`src/rtl/crossover_gene_merge.sv`:
```
// Streaming NEAT crossover: aligns two key-sorted parent gene streams by innovation key
// and emits the child genome on a registered valid/ready output stream.
module crossover_gene_merge #(
  parameter int unsigned KEY_W     = 16,
  parameter int unsigned GENE_W    = 64,
  parameter logic [7:0]  LFSR_SEED = 8'hA5,
  parameter logic [7:0]  HALF      = 8'h40
) (
  input  logic              clk,
  input  logic              rst_n,
  input  logic              start,
  input  logic              bias,
  input  logic              p1_valid,
  output logic              p1_ready,
  input  logic [KEY_W-1:0]  p1_key,
  input  logic [GENE_W-1:0] p1_gene,
  input  logic              p1_last,
  input  logic              p2_valid,
  output logic              p2_ready,
  input  logic [KEY_W-1:0]  p2_key,
  input  logic [GENE_W-1:0] p2_gene,
  input  logic              p2_last,
  output logic              child_valid,
  input  logic              child_ready,
  output logic [KEY_W-1:0]  child_key,
  output logic [GENE_W-1:0] child_gene,
  output logic              child_src,
  output logic              busy,
  output logic              done,
  output logic [7:0]        child_count
);

  localparam int unsigned LFSR_W = 8;
  localparam int unsigned CNT_W  = 8;

  typedef enum logic [1:0] {IDLE, MERGE, FLUSH} state_e;

  state_e              state_q, state_d;
  logic                bias_q, bias_d;
  logic                x1_q, x1_d;
  logic                x2_q, x2_d;
  logic [LFSR_W-1:0]   lfsr_q, lfsr_d;
  logic                cv_q, cv_d;
  logic [KEY_W-1:0]    ck_q, ck_d;
  logic [GENE_W-1:0]   cg_q, cg_d;
  logic                cs_q, cs_d;
  logic                busy_q, busy_d;
  logic                done_q, done_d;
  logic [CNT_W-1:0]    cnt_q, cnt_d;

  logic                slot_free;
  logic                h1, h2;
  logic                take1, take2;
  logic                emit, emit_src;
  logic [LFSR_W-1:0]   lfsr_next;

  assign slot_free = !cv_q || child_ready;
  // A parent head only counts while that parent still has genes left.
  assign h1 = p1_valid && !x1_q;
  assign h2 = p2_valid && !x2_q;
  assign lfsr_next = {lfsr_q[LFSR_W-2:0], lfsr_q[7] ^ lfsr_q[5] ^ lfsr_q[4] ^ lfsr_q[3]};

  always_comb begin
    state_d  = state_q;
    bias_d   = bias_q;
    x1_d     = x1_q;
    x2_d     = x2_q;
    lfsr_d   = lfsr_q;
    cv_d     = cv_q;
    ck_d     = ck_q;
    cg_d     = cg_q;
    cs_d     = cs_q;
    busy_d   = busy_q;
    done_d   = 1'b0;
    cnt_d    = cnt_q;
    take1    = 1'b0;
    take2    = 1'b0;
    emit     = 1'b0;
    emit_src = 1'b0;

    if (cv_q && child_ready) cv_d = 1'b0;

    case (state_q)
      IDLE: begin
        if (start) begin
          state_d = MERGE;
          bias_d  = bias;
          cnt_d   = '0;
          x1_d    = 1'b0;
          x2_d    = 1'b0;
          lfsr_d  = LFSR_SEED;
          busy_d  = 1'b1;
        end
      end
      MERGE: begin
        if (x1_q && x2_q) begin
          state_d = FLUSH;
        end else if (slot_free && rst_n) begin
          if (h1 && h2) begin
            if (p1_key == p2_key) begin
              take1    = 1'b1;
              take2    = 1'b1;
              emit     = 1'b1;
              emit_src = (lfsr_q > HALF) ? ~bias_q : bias_q;
              lfsr_d   = lfsr_next;
            end else if (p1_key < p2_key) begin
              take1    = 1'b1;
              emit     = !bias_q;
              emit_src = 1'b0;
            end else begin
              take2    = 1'b1;
              emit     = bias_q;
              emit_src = 1'b1;
            end
          end else if (x1_q && h2) begin
            take2    = 1'b1;
            emit     = bias_q;
            emit_src = 1'b1;
          end else if (x2_q && h1) begin
            take1    = 1'b1;
            emit     = !bias_q;
            emit_src = 1'b0;
          end
        end
      end
      FLUSH: begin
        if (slot_free) begin
          state_d = IDLE;
          busy_d  = 1'b0;
          done_d  = 1'b1;
        end
      end
      default: state_d = IDLE;
    endcase

    if (take1 && p1_last) x1_d = 1'b1;
    if (take2 && p2_last) x2_d = 1'b1;

    if (emit) begin
      cv_d  = 1'b1;
      ck_d  = emit_src ? p2_key : p1_key;
      cg_d  = emit_src ? p2_gene : p1_gene;
      cs_d  = emit_src;
      cnt_d = (cnt_q == {CNT_W{1'b1}}) ? cnt_q : cnt_q + CNT_W'(1);
    end
  end

  always_ff @(posedge clk) begin
    if (!rst_n) begin
      state_q <= IDLE;
      bias_q  <= 1'b0;
      x1_q    <= 1'b0;
      x2_q    <= 1'b0;
      lfsr_q  <= LFSR_SEED;
      cv_q    <= 1'b0;
      ck_q    <= '0;
      cg_q    <= '0;
      cs_q    <= 1'b0;
      busy_q  <= 1'b0;
      done_q  <= 1'b0;
      cnt_q   <= '0;
    end else begin
      state_q <= state_d;
      bias_q  <= bias_d;
      x1_q    <= x1_d;
      x2_q    <= x2_d;
      lfsr_q  <= lfsr_d;
      cv_q    <= cv_d;
      ck_q    <= ck_d;
      cg_q    <= cg_d;
      cs_q    <= cs_d;
      busy_q  <= busy_d;
      done_q  <= done_d;
      cnt_q   <= cnt_d;
    end
  end

  assign p1_ready    = take1;
  assign p2_ready    = take2;
  assign child_valid = cv_q;
  assign child_key   = ck_q;
  assign child_gene  = cg_q;
  assign child_src   = cs_q;
  assign busy        = busy_q;
  assign done        = done_q;
  assign child_count = cnt_q;

endmodule

```
`config.mk`:
```
export PLATFORM = sky130hd
export DESIGN_NAME = crossover_gene_merge
export DESIGN_NICKNAME = d
export VERILOG_FILES = /design/src/rtl/crossover_gene_merge.sv
export SDC_FILE = /design/constraint.sdc
export NUM_CORES = 1
export LEC_CHECK = 0
export CORE_UTILIZATION = 35
export DETAILED_ROUTE_END_ITERATION = 12
export PLACE_DENSITY = 0.81
export SLEW_MARGIN = 20
export SYNTH_ARGS = -nofsm -noshare
export SYNTH_HDL_FRONTEND = slang
export SYNTH_SLANG_ARGS = --single-unit
```
`constraint.sdc`:
```
create_clock -name clk -period 3.4 [get_ports clk]
set_input_delay 0.68 -clock clk [delete_from_list [all_inputs] [get_ports clk]]
set_output_delay 0.68 -clock clk [all_outputs]
set_load 0.01 [all_outputs]
```
==> results of run 1 <==
-- kinds of logic after synthesis --
family                     count (synthesis)  share of synthesized area
xor gates and xnor gates                   3                    0.00528
muxes                                      3                    0.00629
buffers and inverters                     68                     0.0541
DFF                                      105                      0.423
adders and majority gates                 17                     0.0428
AOI/OAI and AO/OA                        291                      0.314
and+or+nand+nor                          170                      0.155
-- worst reg2reg max path, stage by stage, from the launching register on --
cell and delay [ns]:
dfxtp_1 0.34, or4_1 0.52, o31a_1 0.26, o21ai_0 0.17, a21o_1 0.21, o211a_4 0.43
buf_12 0.22, nand2_1 0.08, a21oi_1 0.14
-- path summary, 6_finish.rpt --
| check | end | slack (ns) | depth (start not counted) |
|---|---|---|---|
| worst max-delay path | p1_ready | 0.05 | 11 |
| worst min-delay path | child_src | 0.48 | 2 |
| worst max register to register | child_gene[34] | 0.94 | 8 |
| worst min register to register | child_src | 0.48 | 2 |
-- cell usage after synthesis, types with 2 or more instances --
cell      instances  area [um^2]
a21oi_1         173          866
dfxtp_1         105         2100
nand2_1         104          390
o21ai_0          91          455
clkbuf_1         43          161
inv_1            18         67.6
ha_1             17          213
nor2_1           12         45.0
nor3_1            9         45.0
nand3_1           8         40.0
a21boi_0          7         52.6
nor2b_1           6         37.5
buf_2             5         25.0
nand2b_1          5         31.3
or4_1             5         37.5
and3_1            4         25.0
nand4_1           4         25.0
or2_2             3         18.8
a211oi_1          2         15.0
and2_1            2         12.5
buf_4             2         15.0
mux2i_1           2         20.0
nand3b_1          2         15.0
o21a_1            2         15.0
o31a_1            2         17.5
o31ai_1           2         15.0
or3_1             2         12.5
xor2_1            2         17.5
-- flip-flops by register name, indices dropped and copies added (netlist names) --
name and flops:
done 1, state_q 2, child_key 16, x2_q 1, x1_q 1, child_src 1, lfsr_q 8, child_valid 1
child_gene 64, child_count 8, bias_q 1, busy 1
-- final cells by class --
cell class                      instances  area, um^2  share of cell area
Multi-Input combinational cell        484        2840               0.334
Timing Repair Buffer                  302        2950               0.347
Tap cell                              180         225              0.0265
Sequential cell                       105        2100               0.247
Clock inverter                          6        65.1             0.00766
Inverter                               18        67.6             0.00796
Clock buffer                           10         239              0.0281
Antenna cell                            3        7.51            0.000884
-- power by group through the flow --
stage | clock network (W) | logic (W) | registers [W]
after floorplan | 0 | 0.000126 | 0.00131
after global routing | 0.00115 | 0.000516 | 0.00128
after detailed placement | 0 | 0.000444 | 0.00130
final | 0.00108 | 0.000479 | 0.00127
after CTS | 0.00111 | 0.000462 | 0.00127
after global placement | 0 | 0.000439 | 0.00130
-- timing repair --
item	CTS	global route
resized for setup	72	31
hold endpoints to repair	0	0
endpoints found under the setup margin	18	2
buffers inserted	2	4
pin swaps	17	14
-- metrics by stage --
stage	hold slack, ns	setup TNS, ns
final	0.482	0
after global routing	0.519	-0.102
after CTS	0.481	0
after detailed placement	0.470	-31.21
after global placement	0.454	-30.03
after floorplan	0.453	0
-- layer usage --
metal,share of wire,GRT usage,wire [um],up-vias
met4,0.029,0.115,524,0
met1,0.42,0.284,7440,2679
met2,0.47,0.388,8380,227
met3,0.080,0.0724,1430,41
met5,0,0,0,-
li1,-,-,-,2834
==> summary.txt, run 1 <==
STA
  – Period minus WS final: 3.35 ns
  – Setup ws final: 0.0481 ns
  – Slew headroom: 0.391
  – Worst Tran Pin Value: 0.914 ns
  – Final period utilization: 0.986
  – Final-report hold violation count: 0
  – Max Slew Vio Count: 0
  – Fmax: 0.298 GHz
  – Worst setup skew after layout: 0.00438 ns
  – # setup viols final: 0

Placement
  – HPWL after DPL: 12,200 um
  – Placed Cells: 1,083
  – Gp weighted congestion: 0.826
  – IO Port Bufs: 262
  – DP Worst Slack: -0.816 ns
  – Post-DP Area: 7980 um^2

Clocking
  – Skew-Pair Late Insertion Delay: 0.35 ns
  – Hold-fix buffers, CTS: 0
  – H-tree depth reported by CTS: 3
  – Sink Count: 105
  – Clock Tree Root: clkbuf_16
  – Max Buffers Root-to-Sink: 2
  – CTS tree: done
  – TritonCTS Buffers: 9
  – Worst-path clk slew: 0.07 ns

Worst hold path
  – Min-Delay Path Class: register to register
  – Hold wc startpoint: child_src

Synthesis
  – Syn Nets: 843
  – Post-synth cell types: 46
  – Post-synthesis sequential area ratio: 0.423
  – Cell Area, Synth: 4970 um^2
  – Post-synth ARST share: 0
  – Yosys reg bits: 105
  – Yosys warns: 0
  – Mapped Cells: 657
  – Mean Syn Cell Area: 7.57 um^2
  – EDFF count, synth: 0
  – Synth Flop Type: dfxtp_1

Global route
  – Initial antenna violation count: 2
  – First-pass GRT wire length: 27,700 um
  – Largest net degree at the start of global routing: 101
  – Overflow after GRT: 0
  – Gr usage total: 0.238
  – Number of global-route vias before repair: 5,637

Setup path
  – Worst reg2reg startpoint: lfsr_q[4]
  – Crit path from: p2_key[13]
  – WP buf/inv: 5
  – Worst Setup End Kind: output pin
  – Slowest stage cell, crit path: or4_4
  – CP Launch Type: input port
  – Kind of critical path: input port to output pin
  – Crit-path cells: buf_2, inv_2, ha_4, nand4_1, buf_4, buf_4, or4_4, o21ai_2, a21oi_2, nor3_2, buf_2
  – Critical Path Max Stage Delay: 0.49 ns
  – Arr. time, crit path: 2.67 ns
  – CP delay by family, top: simple AND/OR/NAND/NOR gates
  – CP required: 2.72 ns
  – Maximum fanout along the worst path: 3

Finish
  – Filler cell count: 1,209
  – Commonest non-fill, non-tap cell in the layout: clkdlybuf4s50_1
  – Fin cells: 1,108
  – Area Overhead vs Synth: 70.7%
  – Most frequent cells in the layout: clkdlybuf4s50_1, a21oi_1, dfxtp_1
  – Share of cells above drive strength 1: 0.126
  – Post-layout net count: 1,106
  – Post-route cell area: 8490 um^2
  – Final Util: 0.612

Floorplanning
  – Die area: 14,700 um^2
  – Initial Utilization: 0.358
  – Chip width: 121 um
  – Die Y-Extent: 121 um
  – Core area: 13,900 um^2
  – IO Pins: 263
  – Cell Rows: 43

Power
  – Cell Pwr Density: 333 nW/um^2
  – Int Pwr: 0.00214 W
  – Sequential power share: 0.450
  – Sw Pwr: 0.000689 W
  – Clock Power Share: 0.381
  – Power, Total: 0.00283 W
  – Combinational share of power: 0.169
  – Worst vdd ir: 0.000215 V
  – Leak: 3.22 nW
  – Switching portion of total power: 0.243

Route
  – Drt pass-1 iters: 5
  – Final wirelength: 17,800 um
  – First DRT Iteration DRCs: 345
  – Residual DRC: 0
  – Via density per instance: 5.22
  – Antenna Nets Post-Route: 0
  – Via count: 5,781
  – WL per Instance: 16.0 um

Status
  – Run status: finished, final reports clean

Run
  – Max_cap viols: 0
Power figures use the tool's default switching activity.
==> inputs of run 2 (changes only) <==
ABC_CLOCK_PERIOD_IN_PS = 3400   (was default)
PLACE_DENSITY = 0.73   (was 0.81)
==> summary.txt, run 2 (same netlist as run 1, synthesis figures left out) <==
Clocking
  – Clock Tree Root: clkbuf_16
  – Hold-fix buffers, CTS: 0 (unchanged)
  – CTS tree: done
  – Worst-path clk slew: 0.07 ns (about the same)
  – TritonCTS Buffers: 9 (unchanged)
  – Sink Count: 105 (unchanged)
  – H-tree depth reported by CTS: 3 (unchanged)
  – Max Buffers Root-to-Sink: 2 (unchanged)
  – Skew-Pair Late Insertion Delay: 0.36 ns (about the same)

Global route
  – Overflow after GRT: 0 (unchanged)
  – First-pass GRT wire length: 28,100 um (+1.3%)
  – Gr usage total: 0.243 (+0.00492)
  – Number of global-route vias before repair: 5,732 (+1.7%)
  – Largest net degree at the start of global routing: 101 (unchanged)
  – Initial antenna violation count: 1 (-1)

Floorplanning
  – Die area: 14,700 um^2 (unchanged)
  – Chip width: 121 um (unchanged)
  – Core area: 13,900 um^2 (unchanged)
  – Cell Rows: 43 (unchanged)
  – IO Pins: 263 (unchanged)
  – Die Y-Extent: 121 um (unchanged)
  – Initial Utilization: 0.358 (unchanged)

Setup path
  – CP required: 2.72 ns (about the same)
  – Worst reg2reg startpoint: state_q[0]
  – Kind of critical path: input port to output pin
  – Worst Setup End Kind: output pin
  – Arr. time, crit path: 2.67 ns (about the same)
  – Slowest stage cell, crit path: or4_4
  – Cells on worst reg2reg path: 7 (-1)
  – Worst R2R Setup Slack: 0.94 ns (about the same)
  – Maximum fanout along the worst path: 4 (+1)
  – Crit-path cells: dlygate4sd2_1, inv_2, ha_4, nand2_2, nor3_2, or4_4, o31a_1, or2_4, nand2_2, inv_2, buf_6
  – WP buf/inv: 4 (-1)
  – CP Launch Type: input port
  – R2R Path End: child_count[4]
  – Critical Path Max Stage Delay: 0.56 ns (+0.07 ns)
  – CP delay by family, top: simple AND/OR/NAND/NOR gates

Placement
  – Placed Cells: 1,087 (+0.37%)
  – DP Worst Slack: -0.927 ns (-0.111 ns)
  – Post-DP Area: 8070 um^2 (+1.2%)
  – HPWL after DPL: 12,100 um (-0.19%)
  – IO Port Bufs: 262 (unchanged)
  – Gp weighted congestion: 0.813 (-1.6%)

Power
  – Switching portion of total power: 0.244 (+0.000737)
  – Sequential power share: 0.437 (-0.013)
  – Combinational share of power: 0.165 (-0.004)
  – Sw Pwr: 0.000711 W (+3.3%)
  – Worst vdd ir: 0.000350 V (+63%)
  – Leak: 3.25 nW (+1.0%)
  – Clock Power Share: 0.398 (+0.017)
  – Cell Pwr Density: 339 nW/um^2 (+1.7%)
  – Int Pwr: 0.00220 W (+2.8%)

Finish
  – Post-route cell area: 8590 um^2 (+1.2%)
  – Most frequent cells in the layout: clkdlybuf4s50_1, a21oi_1, dfxtp_1
  – Share of cells above drive strength 1: 0.129 (+0.00216)
  – Area Overhead vs Synth: 72.8%
  – Filler cell count: 1,233 (+2.0%)
  – Post-layout net count: 1,106 (unchanged)
  – Final Util: 0.619 (+0.00730)
  – Number of flip-flops in the largest register: 64 (unchanged)
  – Commonest non-fill, non-tap cell in the layout: clkdlybuf4s50_1
  – Fin cells: 1,106 (-0.18%)

Worst hold path
  – Worst hold path depth: 2 (unchanged)
  – Hold wc startpoint: child_src
  – Hold EP: child_src
  – Min-Delay Path Class: register to register

Route
  – Drt pass-1 iters: 4 (-1)
  – Final wirelength: 18,000 um (+1.0%)
  – WL per Instance: 16.2 um (+1.2%)
  – Via density per instance: 5.15 (-1.3%)
  – Via count: 5,698 (-1.4%)
  – First DRT Iteration DRCs: 260 (-25%)
  – Residual DRC: 0 (unchanged)
  – Antenna Nets Post-Route: 0 (unchanged)

STA
  – Max Slew Vio Count: 0 (unchanged)
  – Period minus WS final: 3.35 ns (-0.00575 ns)
  – Fmax: 0.299 GHz (+0.17%)
  – Setup TNS: 0 ns (unchanged)
  – Final-report hold violation count: 0 (unchanged)
  – Setup ws final: 0.0539 ns (+0.00575 ns)
  – Worst Tran Pin Value: 0.931 ns (+0.0177 ns)
  – # setup viols final: 0 (unchanged)
  – Slew headroom: 0.379 (-0.0118)
  – Final period utilization: 0.984 (-0.00169)
  – Worst setup skew after layout: 0.00767 ns (+0.00329 ns)

Status
  – Run status: finished, final reports clean

Run
  – Max_cap viols: 0 (unchanged)
[run 2: power by group through the flow]
stage / Combinational, W / Clock (W) / Sequential (W)
after floorplan: 0.000126 / 0 / 0.00131
after CTS: 0.000469 / 0.00119 / 0.00127
after global placement: 0.000446 / 0 / 0.00130
final: 0.000480 / 0.00116 / 0.00127
after detailed placement: 0.000449 / 0 / 0.00130
after global routing: 0.000520 / 0.00123 / 0.00128
[run 2: how the worst max path moves through the flow]
| stage | start | end | slack, ns | depth (start not counted) |
|---|---|---|---|---|
| 2_1_floorplan | p2_key[13] | p2_ready | 0.24 | 9 |
| 3_3_place_gp | p2_key[13] | p2_ready | -0.79 | 11 |
| 6_report | p2_key[10] | p2_ready | 0.05 | 11 |
| 4_1_cts | p1_key[7] | p2_ready | -0.002 | 11 |
| 5_1_grt | p2_key[15] | p2_ready | -0.02 | 11 |
| 3_5_place_dp | p2_key[13] | p1_ready | -0.93 | 10 |
[run 2: through the flow]
step	hold WS [ns]	total power, W
2_1_floorplan	0.453	0.00144
5_1_grt	0.516	0.00303
3_3_place_gp	0.454	0.00175
4_1_cts	0.477	0.00294
3_5_place_dp	0.467	0.00175
6_report	0.475	0.00292
[run 2: layout make-up]
type / instances / area, um^2 / share of cell area
clock buffers: 9 / 225 / 0.0262
repair buffers: 302 / 3030 / 0.353
inverters: 18 / 67.6 / 0.00786
multi-input cells: 484 / 2840 / 0.330
clock inverters: 7 / 101 / 0.0118
diodes: 1 / 2.50 / 0.000291
flip-flops and latches: 105 / 2100 / 0.245
well taps: 180 / 225 / 0.0262
[run 2: repair_timing]
item	4_1_cts	5_1_grt
endpoints found under the setup margin	6	2
pin swaps	18	13
gates resized for setup	85	28
setup buffers	1	1
[run 2: tightest hold or removal path, stage by stage, from the launching register on]
cell and delay (ns):
dfxtp_1 0.31, nand2_1 0.05, a21boi_0 0.07
[run 2: per-layer routing]
layer / up-vias / part of all wire / routed length [um] / GRT usage
met2: 203 / 0.48 / 8600 / 0.411
li1: 2836 / - / - / -
met4: 0 / 0.017 / 298 / 0.0818
met5: - / 0 / 0 / 0
met3: 20 / 0.084 / 1510 / 0.0822
met1: 2639 / 0.42 / 7550 / 0.286
